`src/rtl/dsp_add_v3.sv`:
```
`default_nettype none
// ============================================================================
//  Module      : dsp_add_v3
//  Description : Three independent width-bit lane adders, y_i = (a_i + b_i)
//                mod 2^width, mapped onto one DSP slice used in four-lane
//                12-bit SIMD mode with every pipeline register bypassed.
//                Outputs are purely combinational; clock and reset are
//                carried to the slice for port completeness only.
//  Revision    : 1.0  initial release
// ============================================================================
module dsp_add_v3 #(
   parameter int width = 12
) (
   input  logic             clock,
   input  logic             reset,
   input  logic [width-1:0] a0,
   input  logic [width-1:0] b0,
   input  logic [width-1:0] a1,
   input  logic [width-1:0] b1,
   input  logic [width-1:0] a2,
   input  logic [width-1:0] b2,
   output logic [width-1:0] y0,
   output logic [width-1:0] y1,
   output logic [width-1:0] y2
);

   // SIMD geometry of the slice: four 12-bit lanes across a 48-bit path.
   localparam int c_LANE_W = 12;
   localparam int c_LANES  = 4;
   localparam int c_PATH_W = c_LANE_W * c_LANES;

   // Fixed slice configuration: adder only, operands from the A:B and C
   // ports, no pipeline registers anywhere in the path.
   localparam logic [3:0] c_ALUMODE = 4'b0000;   // Z + X + Y
   localparam logic [6:0] c_OPMODE  = 7'b0110011; // X = A:B, Z = C
   localparam logic [3:0] c_REG_EN  = 4'b0000;   // A/B/C/P regs bypassed

   // Slice operand and result buses (lane i at bits [12i+11:12i]).
   logic [c_PATH_W-1:0] w_ab_path;
   logic [c_PATH_W-1:0] w_c_path;
   logic [c_PATH_W-1:0] w_p_path;
   logic [c_LANES-1:0]  w_carry;
   logic                w_unused;

   // Pack the three lanes into the 48-bit operand buses, zero-extended to
   // 12 bits; the fourth lane is tied to zero.
   always_comb begin
      w_ab_path = '0;
      w_c_path  = '0;
      w_ab_path[0*c_LANE_W +: c_LANE_W] = c_LANE_W'(a0);
      w_c_path [0*c_LANE_W +: c_LANE_W] = c_LANE_W'(b0);
      w_ab_path[1*c_LANE_W +: c_LANE_W] = c_LANE_W'(a1);
      w_c_path [1*c_LANE_W +: c_LANE_W] = c_LANE_W'(b1);
      w_ab_path[2*c_LANE_W +: c_LANE_W] = c_LANE_W'(a2);
      w_c_path [2*c_LANE_W +: c_LANE_W] = c_LANE_W'(b2);
   end

   // SIMD ALU: each lane adds on its own 13-bit carry chain so that a
   // carry out of one lane never reaches the next; carries are dropped.
   for (genvar gi = 0; gi < c_LANES; gi++) begin : g_lane
      logic [c_LANE_W:0] w_sum;
      assign w_sum = {1'b0, w_ab_path[gi*c_LANE_W +: c_LANE_W]}
                   + {1'b0, w_c_path [gi*c_LANE_W +: c_LANE_W]};
      assign w_p_path[gi*c_LANE_W +: c_LANE_W] = w_sum[c_LANE_W-1:0];
      assign w_carry[gi] = w_sum[c_LANE_W];
   end

   // Lane results are the low width bits of each 12-bit SIMD lane; the
   // upper lane bits only ever hold zero-extension carries and are ignored.
   assign y0 = w_p_path[0*c_LANE_W +: width];
   assign y1 = w_p_path[1*c_LANE_W +: width];
   assign y2 = w_p_path[2*c_LANE_W +: width];

   // Clock, reset, the fixed slice controls, discarded carries and the
   // ignored fourth lane have no path to any output.
   assign w_unused = ^{clock, reset, c_ALUMODE, c_OPMODE, c_REG_EN,
                       w_carry, w_p_path};

endmodule
`default_nettype wire

```
`config.mk`:
```
export PLATFORM = sky130hd
export DESIGN_NAME = dsp_add_v3
export DESIGN_NICKNAME = d
export VERILOG_FILES = /design/src/rtl/dsp_add_v3.sv
export SDC_FILE = /design/constraint.sdc
export NUM_CORES = 1
export LEC_CHECK = 0
export ABC_CLOCK_PERIOD_IN_PS = 3900
export BUFFER_PORTS_ARGS = -buffer_cell sky130_fd_sc_hd__buf_4
export CORE_UTILIZATION = 43
export DETAILED_ROUTE_END_ITERATION = 7
export PLACE_DENSITY = 0.91
export SYNTH_ARGS = -nofsm -noshare
export SYNTH_HDL_FRONTEND = slang
export SYNTH_SLANG_ARGS = --single-unit
```
`constraint.sdc`:
```
create_clock -name vclk -period 3.9
set_clock_uncertainty 0.1 [all_clocks]
set_input_delay 0.78 -clock vclk [all_inputs]
set_output_delay 0.78 -clock vclk [all_outputs]
set_load 0.05 [all_outputs]
```
==> run metrics <==
# setup viols final 0; ratio of cells with drive above 1 in the final layout 42.50%; Setup Fix Bufs, Post-CTS 0; area of the mapped netlist 1446 um2; syn nets 284; CP Data Required Time 3.02 ns; I/O pin cnt 110; pwr dens 305.0 nW/um2; nature of the critical path endpoint output pin; RD Place Congestion 0.8019; Max-slew headroom 75.75%; Pwr Total just over 0.0007 W; peak per-stage delay on the critical path 0.42 ns; Place WS 0.09134 ns; Rows 20; post-cts gate resize count 0; count leader, synth ha_1; Crit path top cell by count buf_4; Routed Antenna Nets 0; worst path cell trace buf_4 > ha_1 > fa_1 > a211oi_1 > o21bai_1 > a2111oi_2 > nor3_1 > xor2_1 > buf_4; Initial DRC Count 67; starting density of the core 46.24%; GRT Overall Usage a little over a fifth; Core Box Area 3128 um2; Crit Path Max Fanout 3; share of the synthesized area in the top cell type approximately 29%; Remaining DRCs 0; clk_buf instances 0; die width 60.00 um; CP Buf/Inv Count 2; synthesized area per cell 8.313 um2; Top delay family on crit path compound AO/OA/AOI/OAI gates; wire per inst between 10 and 15 um; fill count between 200 and 300; Placed Instances 324; I/O Buffers 108; Area growth syn-to-layout 60.29%; cts hold-fix bufs 0; Finished Layout Cells 324; Seq/Total Area, Yosys 0%; max-slew violations 0; initial antenna violation count 0; Detail Placement HPWL 3563 um; Final WS setup between 0.1 and 0.15 ns; class of the worst hold path in -> out; fmax 265.8 MHz; hold path depth 3; GRT overflow 0; largest net degree at the start of global routing 8; Max-Cap Viols 0; Vias 1736; final wirelength 4035 um; Mapped Cells approximately 170; full die area 3599 um2; sequential cell count 0; vias in the first global route 1618; Yosys top cell by area ha_1; startpoint class of the critical path input port; FF/Latch Area 0 um2; Peak supply drop 0.2168 mV; DRT Pass-1 Iters 4; CP max stage cell fa_1; post-synthesis cell type count 32; ANT cells 0; Nets 392; global-route wire length before repair 6279 um; DIE HEIGHT roughly 60 um; Static Leak 1.141 nW; post-layout util 74.12%; Avg Vias per Cell 5.358; most frequent cells after synthesis 33 x ha_1, 22 x xnor2_1, 21 x a21oi_1; count of final hold-check violations 0; synth top area cells ha_1 29%, xnor2_1 13%, a21oi_1 7.3%, xor2_1 6.7%, fa_1 4.2%; critical path class in -> out; Tmin final 3.762 ns; Synth Warn # 0; CP Data Arrival Time 2.88 ns; status complete, no violations; CP Depth 9; crit share post-route 96.46%; worst-margin pin slew 0.3620 ns
-- cell families (layout without fill, tap and decap cells) --
group,after synthesis,in the layout,share of synthesized area (%)
simple gates,40,40,14.97
compound gates,61,61,31.32
xor+xnor,33,33,19.98
fa+ha+maj,36,36,32.70
buf+inv,4,110,1.038
-- worst paths after layout --
path | startpoint | slack [ns] | to
hold / removal | b2[0] | 1.83 | y2[0]
setup / recovery | a1[0] | 0.14 | y1[8]
-- tightest hold or removal path, cell delays in order --
cell and delay (ns):
buf_4 0.08, ha_1 0.11, buf_4 0.19
-- layout by cell type (no fill, tap or decap), types with 3 or more instances in the layout --
cell      count
a21o_1        8
a21oi_1      21
and2_1        4
buf_4       108
fa_1          3
ha_1         33
nand2_1       6
nand3_1       5
nand4_1       6
nor2_1        7
nor3_1        4
o21ai_0       7
o21bai_1      3
or3_1         3
xnor2_1      22
xor2_1       11
-- layer usage --
metal,wire [um],share of wire [%],GRT usage [%]
met5,0,0,0
met4,61,1.5,4.319
met3,237,5.9,1.948
met2,2172,54,45.08
met1,1563,39,23.03
-- area by class of cell --
type | count | area (um2) | area share (%)
Multi-Input combinational cell | 170 | 1445 | 62.33
Inverter | 2 | 7.507 | 0.3238
Tap cell | 44 | 55.05 | 2.375
Timing Repair Buffer | 108 | 810.8 | 34.97
-- per-stage QoR --
stage / cell area (um2) / hold WS, ns / TNS [ns]
final: 2318 / 1.830 / 0
after global routing: 2318 / 1.848 / -0.01169
after floorplan: 1446 / 1.833 / 0
after CTS: 2305 / 1.832 / 0
after global placement: 2305 / 1.826 / 0
after detailed placement: 2305 / 1.828 / 0
-- report_power, final --
| group | switching (W) | internal, W |
|---|---|---|
| Sequential | 0 | 0 |
| Combinational | 0.000450 | 0.000257 |
| Clock | 0 | 0 |
| Total | 0.000450 | 0.000257 |
Note: power is estimated with default switching activity, not from simulation.
